==> src/rtl/channel_state_estimator.sv <==
// Estimates the channel SNR state from received samples: windowed mean squared error
// against the clean reference, then a debounced hysteresis decision (21 = good, 9 = bad).
module channel_state_estimator #(
   parameter int          WIN_LOG2  = 6,
   parameter logic [31:0] THRESH_HI = 32'd4000,
   parameter logic [31:0] THRESH_LO = 32'd1000,
   parameter int          DEBOUNCE  = 2
) (
   input  logic               clk,
   input  logic               reset,
   input  logic               clear,
   input  logic               sample_valid,
   input  logic signed [15:0] rx_sample,
   input  logic signed [15:0] ref_sample,
   output logic [31:0]        mse,
   output logic               window_done,
   output logic [7:0]         est_state,
   output logic               state_valid
);
   localparam int ACC_W = 32 + WIN_LOG2;
   localparam int CNT_W = WIN_LOG2 + 1;
   localparam logic [CNT_W-1:0] WIN_LEN = {1'b1, {WIN_LOG2{1'b0}}};
   localparam logic [3:0] DEB = 4'(DEBOUNCE);

   typedef enum logic {GOOD, BAD} state_t;

   logic [16:0]      err;
   logic [16:0]      err_abs;
   logic [15:0]      err_sat;
   logic             s1_valid;
   logic [15:0]      s1_mag;
   logic [31:0]      sq;
   logic [ACC_W-1:0] acc;
   logic [CNT_W-1:0] cnt;
   logic             window_close;
   state_t           state, state_next;
   logic [3:0]       qcnt, qcnt_next;
   logic             valid_next;
   logic             qualify;

   // Sign-extend both operands so the 17-bit difference never wraps.
   always_comb begin
      err     = {rx_sample[15], rx_sample} - {ref_sample[15], ref_sample};
      err_abs = err[16] ? (~err + 17'd1) : err;
      err_sat = err_abs[16] ? 16'hFFFF : err_abs[15:0];
   end

   always_ff @(posedge clk or negedge reset) begin
      if (!reset) begin
         s1_valid <= 1'b0;
         s1_mag   <= '0;
      end else if (clear) begin
         s1_valid <= 1'b0;
      end else begin
         s1_valid <= sample_valid;
         if (sample_valid) s1_mag <= err_sat;
      end
   end

   assign sq           = 32'(s1_mag) * 32'(s1_mag);
   assign window_close = (cnt == WIN_LEN);

   // A sample arriving in the close cycle seeds the next window instead of being lost.
   always_ff @(posedge clk or negedge reset) begin
      if (!reset) begin
         acc         <= '0;
         cnt         <= '0;
         mse         <= '0;
         window_done <= 1'b0;
      end else if (clear) begin
         acc         <= '0;
         cnt         <= '0;
         window_done <= 1'b0;
      end else begin
         window_done <= window_close;
         if (window_close) begin
            mse <= 32'(acc >> WIN_LOG2);
            acc <= s1_valid ? ACC_W'(sq) : '0;
            cnt <= s1_valid ? CNT_W'(1) : '0;
         end else if (s1_valid) begin
            acc <= acc + ACC_W'(sq);
            cnt <= cnt + CNT_W'(1);
         end
      end
   end

   always_ff @(posedge clk or negedge reset) begin
      if (!reset) begin
         state       <= GOOD;
         qcnt        <= '0;
         state_valid <= 1'b0;
      end else begin
         state       <= state_next;
         qcnt        <= qcnt_next;
         state_valid <= valid_next;
      end
   end

   // A clear takes priority over any window result presented in the same cycle.
   always_comb begin
      state_next = state;
      qcnt_next  = qcnt;
      valid_next = state_valid;
      qualify    = 1'b0;
      if (clear) begin
         qcnt_next = '0;
      end else if (window_done) begin
         valid_next = 1'b1;
         qualify    = (state == GOOD) ? (mse > THRESH_HI) : (mse < THRESH_LO);
         if (!qualify) begin
            qcnt_next = '0;
         end else if (qcnt + 4'd1 == DEB) begin
            state_next = (state == GOOD) ? BAD : GOOD;
            qcnt_next  = '0;
         end else begin
            qcnt_next = qcnt + 4'd1;
         end
      end
   end

   assign est_state = (state == GOOD) ? 8'd21 : 8'd9;

endmodule

==> config.mk <==
export PLATFORM = sky130hd
export DESIGN_NAME = channel_state_estimator
export DESIGN_NICKNAME = d
export VERILOG_FILES = /design/src/rtl/channel_state_estimator.sv
export SDC_FILE = /design/constraint.sdc
export NUM_CORES = 1
export LEC_CHECK = 0
export ABC_CLOCK_PERIOD_IN_PS = 18800
export CAP_MARGIN = 15
export CORE_MARGIN = 1.5
export CORE_UTILIZATION = 50
export CTS_CLUSTER_DIAMETER = 60
export DETAILED_ROUTE_END_ITERATION = 12
export PLACE_DENSITY = 0.75
export SYNTH_ARGS = -nofsm -noshare
export SYNTH_HDL_FRONTEND = slang
export SYNTH_SLANG_ARGS = --single-unit
==> constraint.sdc <==
create_clock -name clk -period 18.8 [get_ports clk]
set_input_delay 3.76 -clock clk [delete_from_list [all_inputs] [get_ports clk]]
set_output_delay 3.76 -clock clk [all_outputs]
set_load 0.03 [all_outputs]
* After elaboration in Yosys (flattened, before gate mapping)
Cells that the tools add are included.
** Storage, ports and cells
- Register bits :: 101
- Input port bits :: 36
** Cells by class
- Add/sub/neg operators :: 5
- $mul :: 1
- Order comparisons :: 2
- Equal/unequal tests :: 2
- Multiplexer cells :: 19
- Bitwise logic cells :: 2
- Reduce and logical (&&, ||, !) cells :: 6
** Operators by type and width (number)
- $mux W38 :: 3
- $add A38 B32 Y38 :: 1
- $gt A32 B12 Y1 const B :: 1
- $lt A32 B10 Y1 const B :: 1
- $mul A16 B16 Y32 :: 1
- $mux W32 :: 1
- $mux W7 :: 3
- $add A17 B1 Y17 const B :: 1
- $mux W17 :: 1
- $not A17 Y17 :: 1
- $sub A16 B16 Y17 :: 1
- $mux W16 :: 1
- $mux W4 :: 4
- $add A7 B1 Y7 const B :: 1
- $eq A7 B7 Y1 const B :: 1
- $reduce_and A2 Y1 :: 3
- $mux W1 :: 5
- $mux W5 :: 1
- $add A4 B1 Y4 const B :: 1
- $eq A4 B2 Y1 const B :: 1
- $reduce_and A4 Y1 :: 1
- $reduce_bool A3 Y1 :: 1
- $reduce_bool A2 Y1 :: 1
- $not A1 Y1 :: 1

* Depth between registers and ports, before layout
- Depth in word-level cells :: 6
- Gate-level depth with buffers :: 36
- Mapped depth without buffers :: 33

* Worst setup path before layout
No wires, ideal clock.
- Kind :: reg-to-reg
- From :: register s1_mag[4]
- To :: register acc[36]
- Arrival time :: 7.937 ns
- Path slack :: 10.727 ns
- Stages on the path, launching flop included :: 31
- Period minus slack after synthesis :: 8.073 ns
- Cells stage by stage :: dfrtp_1 > clkbuf_1 > clkbuf_1 > nand2_1 > fa_1 > inv_1 > fa_1 > fa_1 > fa_1 > fa_1 > inv_1 > fa_1 > inv_1 > ha_1 > clkbuf_1 > nand2_1 > or3_1 > a21oi_1 > o21ai_0 > nand2_1 > a21oi_1 > xnor2_1 > ha_1 > a21oi_1 > o21ai_0 > a2111oi_0 > o32ai_1 > a2111o_1 > a41oi_1 > or3_1 > a21oi_1
** Between the ends
- Word-level cells in the longest chain between the ends :: 5
** RTL lines
- start: declaration :: line 31 : logic [15:0] s1_mag;
- start signal: assignment :: line 56 : if (sample_valid) s1_mag <= err_sat;
- $mul A16 B16 Y32 :: line 60 : assign sq = 32'(s1_mag) * 32'(s1_mag);
- $add A38 B32 Y38 :: line 81 : acc <= acc + ACC_W'(sq);
- $mux W38 :: line 80 : end else if (s1_valid) begin
- $mux W38 :: line 76 : if (window_close) begin
- $mux W38 :: line 70 : end else if (clear) begin
- end signal: assignment :: line 78 : acc <= s1_valid ? ACC_W'(sq) : '0;
- end signal: assignment :: line 81
- end: declaration :: line 33 : logic [ACC_W-1:0] acc;
Every way passes these cells. The select of a mux whose other input is x is not followed.
A chain may end at the register's enable or synchronous reset.

* Final worst setup path
- From :: register s1_mag[1]
- To :: register acc[32]
The elaborated chain is that of the path after synthesis.

==> results by group <==
Logic synthesis
  • XOR/XNOR Fraction of Synth Area: 5.125%
  • Mapped Cells: 1725
  • Ys async rst share: 100.0%
  • Number of synthesized flops with an enable pin: 0
  • Post-synthesis simple-gate area fraction: 15.59%
  • Sequential area share after synthesis: 16.97%
  • Compound-Gate Fraction of Synth Area: 15.02%
  • #FFs+latches synth: 101
  • Total number of yosys warnings: 0
  • Multiplexer area fraction after synthesis: 3.176%
  • Main combinational cell family by area after synthesis: adder cells
  • Synth Cell Area: 0.01489 sq mm
  • Ys flop type: dfrtp_1
  • Syn_area_per_cell: 8.633 sq um
  • Synth Area in Adders: 34.90%
  • Post-synth cell types: 80

Timing
  • Finish-stage setup viols: 0
  • Unrepaired setup endpoints after global routing: false
  • Peak Freq: 110.3 MHz
  • Rel. slew slack: 31.39%
  • Actual slew at the worst max-slew pin: 1.027 ns
  • Slew Viols, Final: 0
  • Setup TNS: 0 ns
  • Final period util: 48.23%
  • Final Hold Viols: 0
  • Post-route minimum period: 9.066 ns
  • Clock Skew: 0.01262 ns

Finish
  • Layout Nets: 2092
  • Syn-to-layout area delta: 8.520%
  • ANT cells: 0
  • Filler cell count: 2671
  • Most frequent cells in the layout: 275 x inv_1, 164 x fa_1, 154 x nand2_1
  • Commonest non-fill, non-tap cell in the layout: inv_1
  • Share of layout cells above drive strength 1: 4.817%

Floorplan
  • Initial Utilization: 50.51%
  • IO Pins: 78
  • FP Rows: 63
  • Die height: 175.6 um
  • Die width: 175.6 um
  • Core Footprint: 0.02948 sq mm
  • Die area: 0.03083 sq mm

Clock network
  • Hold-fix buffers, CTS: 0
  • Sink Count: 101
  • Latest clock arrival within the worst-skew pair: 0.37 ns
  • Cts bufs inserted: 9
  • TritonCTS clock tree: built
  • CTS resizes: 0
  • Clock root cell: clkbuf_16
  • Max clock buf depth: 2
  • CTS H-tree depth: 3
  • Postcts setup bufs: 0
  • Clock Pin Slew Worst Setup and Hold Paths: 0.09 ns

Setup path
  • R2R cell count: 30
  • Worst setup EP type: register
  • CP startpoint: s1_mag[1]
  • Slowest Stage Delay on Critical Path: 0.68 ns
  • Critical path class: register to register
  • CP Launch Type: register
  • R2R Path Start: s1_mag[1]
  • Crit-path slowest cell: dfrtp_1
  • Worst EP required: 19.03 ns
  • CP Data Arrival Time: 9.29 ns
  • Register-to-register path setup slack: 9.73 ns
  • Worst R2R End: acc[32]
  • Crit path max fanout: 20

Detailed routing
  • Via density: 5.585
  • Post-DRT Antenna Nets: 0
  • Routed wire length per instance: 16.15 um
  • Drt pass-1 iters: 5
  • DRC errors left: 0
  • DR iter-0 viols: 824
  • Total length of routed wires: 34470 um
  • Routed vias: 11920

Global route
  • Largest net degree at the start of global routing: 71
  • First-pass GRT wire length: 59390 um
  • Vias in the first global route: 12230
  • Initial antenna violation count: 0
  • Total GRT Usage: 23.36%
  • Total congestion overflow: 0

Worst hold path
  • Hold path depth: 1
  • Type of the tightest min-delay check: register to register
  • Worst Hold Path EP: state_valid
  • Worst Min Path Start: state_valid

Placement
  • Final Wtd Congestion: 0.9200
  • # port buffers: 72
  • Post-DP HPWL: 27520 um

Job
  • Max-cap violation count: 0

Run status
  • Status: completed
per-layer routing:
metal  wire (um)  GRT usage (%)  vias up
li1            -              -     5761
met1       15550          30.99     5806
met2       16810          40.69      298
met3        1467          2.468       53
met4         646          5.983        0
met5           0              0        -
cells in the mapped netlist (4+ instances only):
master | number | area (sq um)
inv_1 | 275 | 1032
fa_1 | 164 | 3283
nand2_1 | 154 | 578.1
ha_1 | 153 | 1914
a21oi_1 | 109 | 545.5
dfrtp_1 | 101 | 2527
nor2_1 | 90 | 337.8
o21ai_0 | 77 | 385.4
clkbuf_1 | 63 | 236.5
and2_1 | 55 | 344.1
xnor2_1 | 54 | 473.0
nand3_1 | 49 | 245.2
mux2_2 | 34 | 382.9
xor2_1 | 30 | 262.8
o211ai_1 | 22 | 165.2
nor3_1 | 20 | 100.1
nand2b_1 | 18 | 112.6
a21o_1 | 17 | 127.6
and3_1 | 17 | 106.4
a31oi_1 | 16 | 100.1
o21a_1 | 15 | 112.6
a211oi_1 | 12 | 90.09
o21bai_1 | 12 | 90.09
nand4_1 | 11 | 68.82
mux2i_1 | 9 | 90.09
nor4_1 | 9 | 56.30
or2_2 | 9 | 56.30
or3_1 | 9 | 56.30
o31ai_1 | 8 | 60.06
a31o_2 | 7 | 61.31
buf_4 | 7 | 52.55
nor2b_1 | 7 | 43.79
o22ai_1 | 6 | 37.54
a311oi_1 | 5 | 43.79
buf_1 | 5 | 18.77
nand3b_1 | 5 | 37.54
nor3b_1 | 5 | 37.54
a41oi_1 | 4 | 35.03
cells by family (layout without fill, tap and decap cells):
kind of cell,Yosys count,in the layout
adders and majority gates,317,317
AOI/OAI and AO/OA,351,351
and+or+nand+nor,472,472
other,2,5
DFF,101,101
buffers and inverters,354,370
xor gates and xnor gates,85,85
muxes,43,43
stage by stage:
stage / instances / cell area (sq um) / setup WS [ns] / hold WS, ns / util [%]
2_1_floorplan: 1728 / 14900 / 10.73 / 0.4926 / -
6_report: 2134 / 16160 / 9.734 / 0.4813 / 54.82
5_1_grt: 2134 / 16160 / 9.212 / 0.4997 / 54.82
3_5_place_dp: 2118 / 15830 / 9.787 / 0.4682 / 53.71
4_1_cts: 2134 / 16160 / 9.769 / 0.4854 / 54.82
3_3_place_gp: 2118 / 15830 / 9.877 / 0.4538 / 53.71
worst max path at each step:
stage | to | depth (start not counted)
detailed placement | acc[32] | 30
CTS | acc[32] | 30
floorplan | acc[36] | 30
global route | acc[32] | 28
global placement | acc[32] | 30
finish | acc[32] | 30
flip-flops by register name (all words and copies together) (netlist names):
register and cells:
acc 38, mse 32, s1_mag 16, cnt 7
qcnt 4, s1_valid 1, state 1, state_valid 1
window_done 1
final cells by class:
| cell class | instances | area, sq um | area share (%) |
|---|---|---|---|
| clock buffer | 9 | 225.2 | 1.394 |
| clock inverter | 7 | 102.6 | 0.6349 |
| inverter | 276 | 1036 | 6.411 |
| multi-input combinational | 1273 | 11020 | 68.18 |
| sequential | 101 | 2527 | 15.64 |
| tap | 390 | 488.0 | 3.020 |
| timing repair buffer | 78 | 763.2 | 4.723 |
critical path, delay by kind of cell, from the launching register on:
kind / cells / cell delay (ns)
AO/OA/AOI/OAI: 9 / 2.47
XOR/XNOR: 1 / 0.21
adder cells (fa/ha/maj): 8 / 3.75
buffers and inverters: 6 / 0.30
flip-flops: 1 / 0.68
AND/OR/NAND/NOR: 6 / 1.50
Power is not shown: default switching activity piles up to over one toggle a cycle in this logic, so the estimate is an artifact.
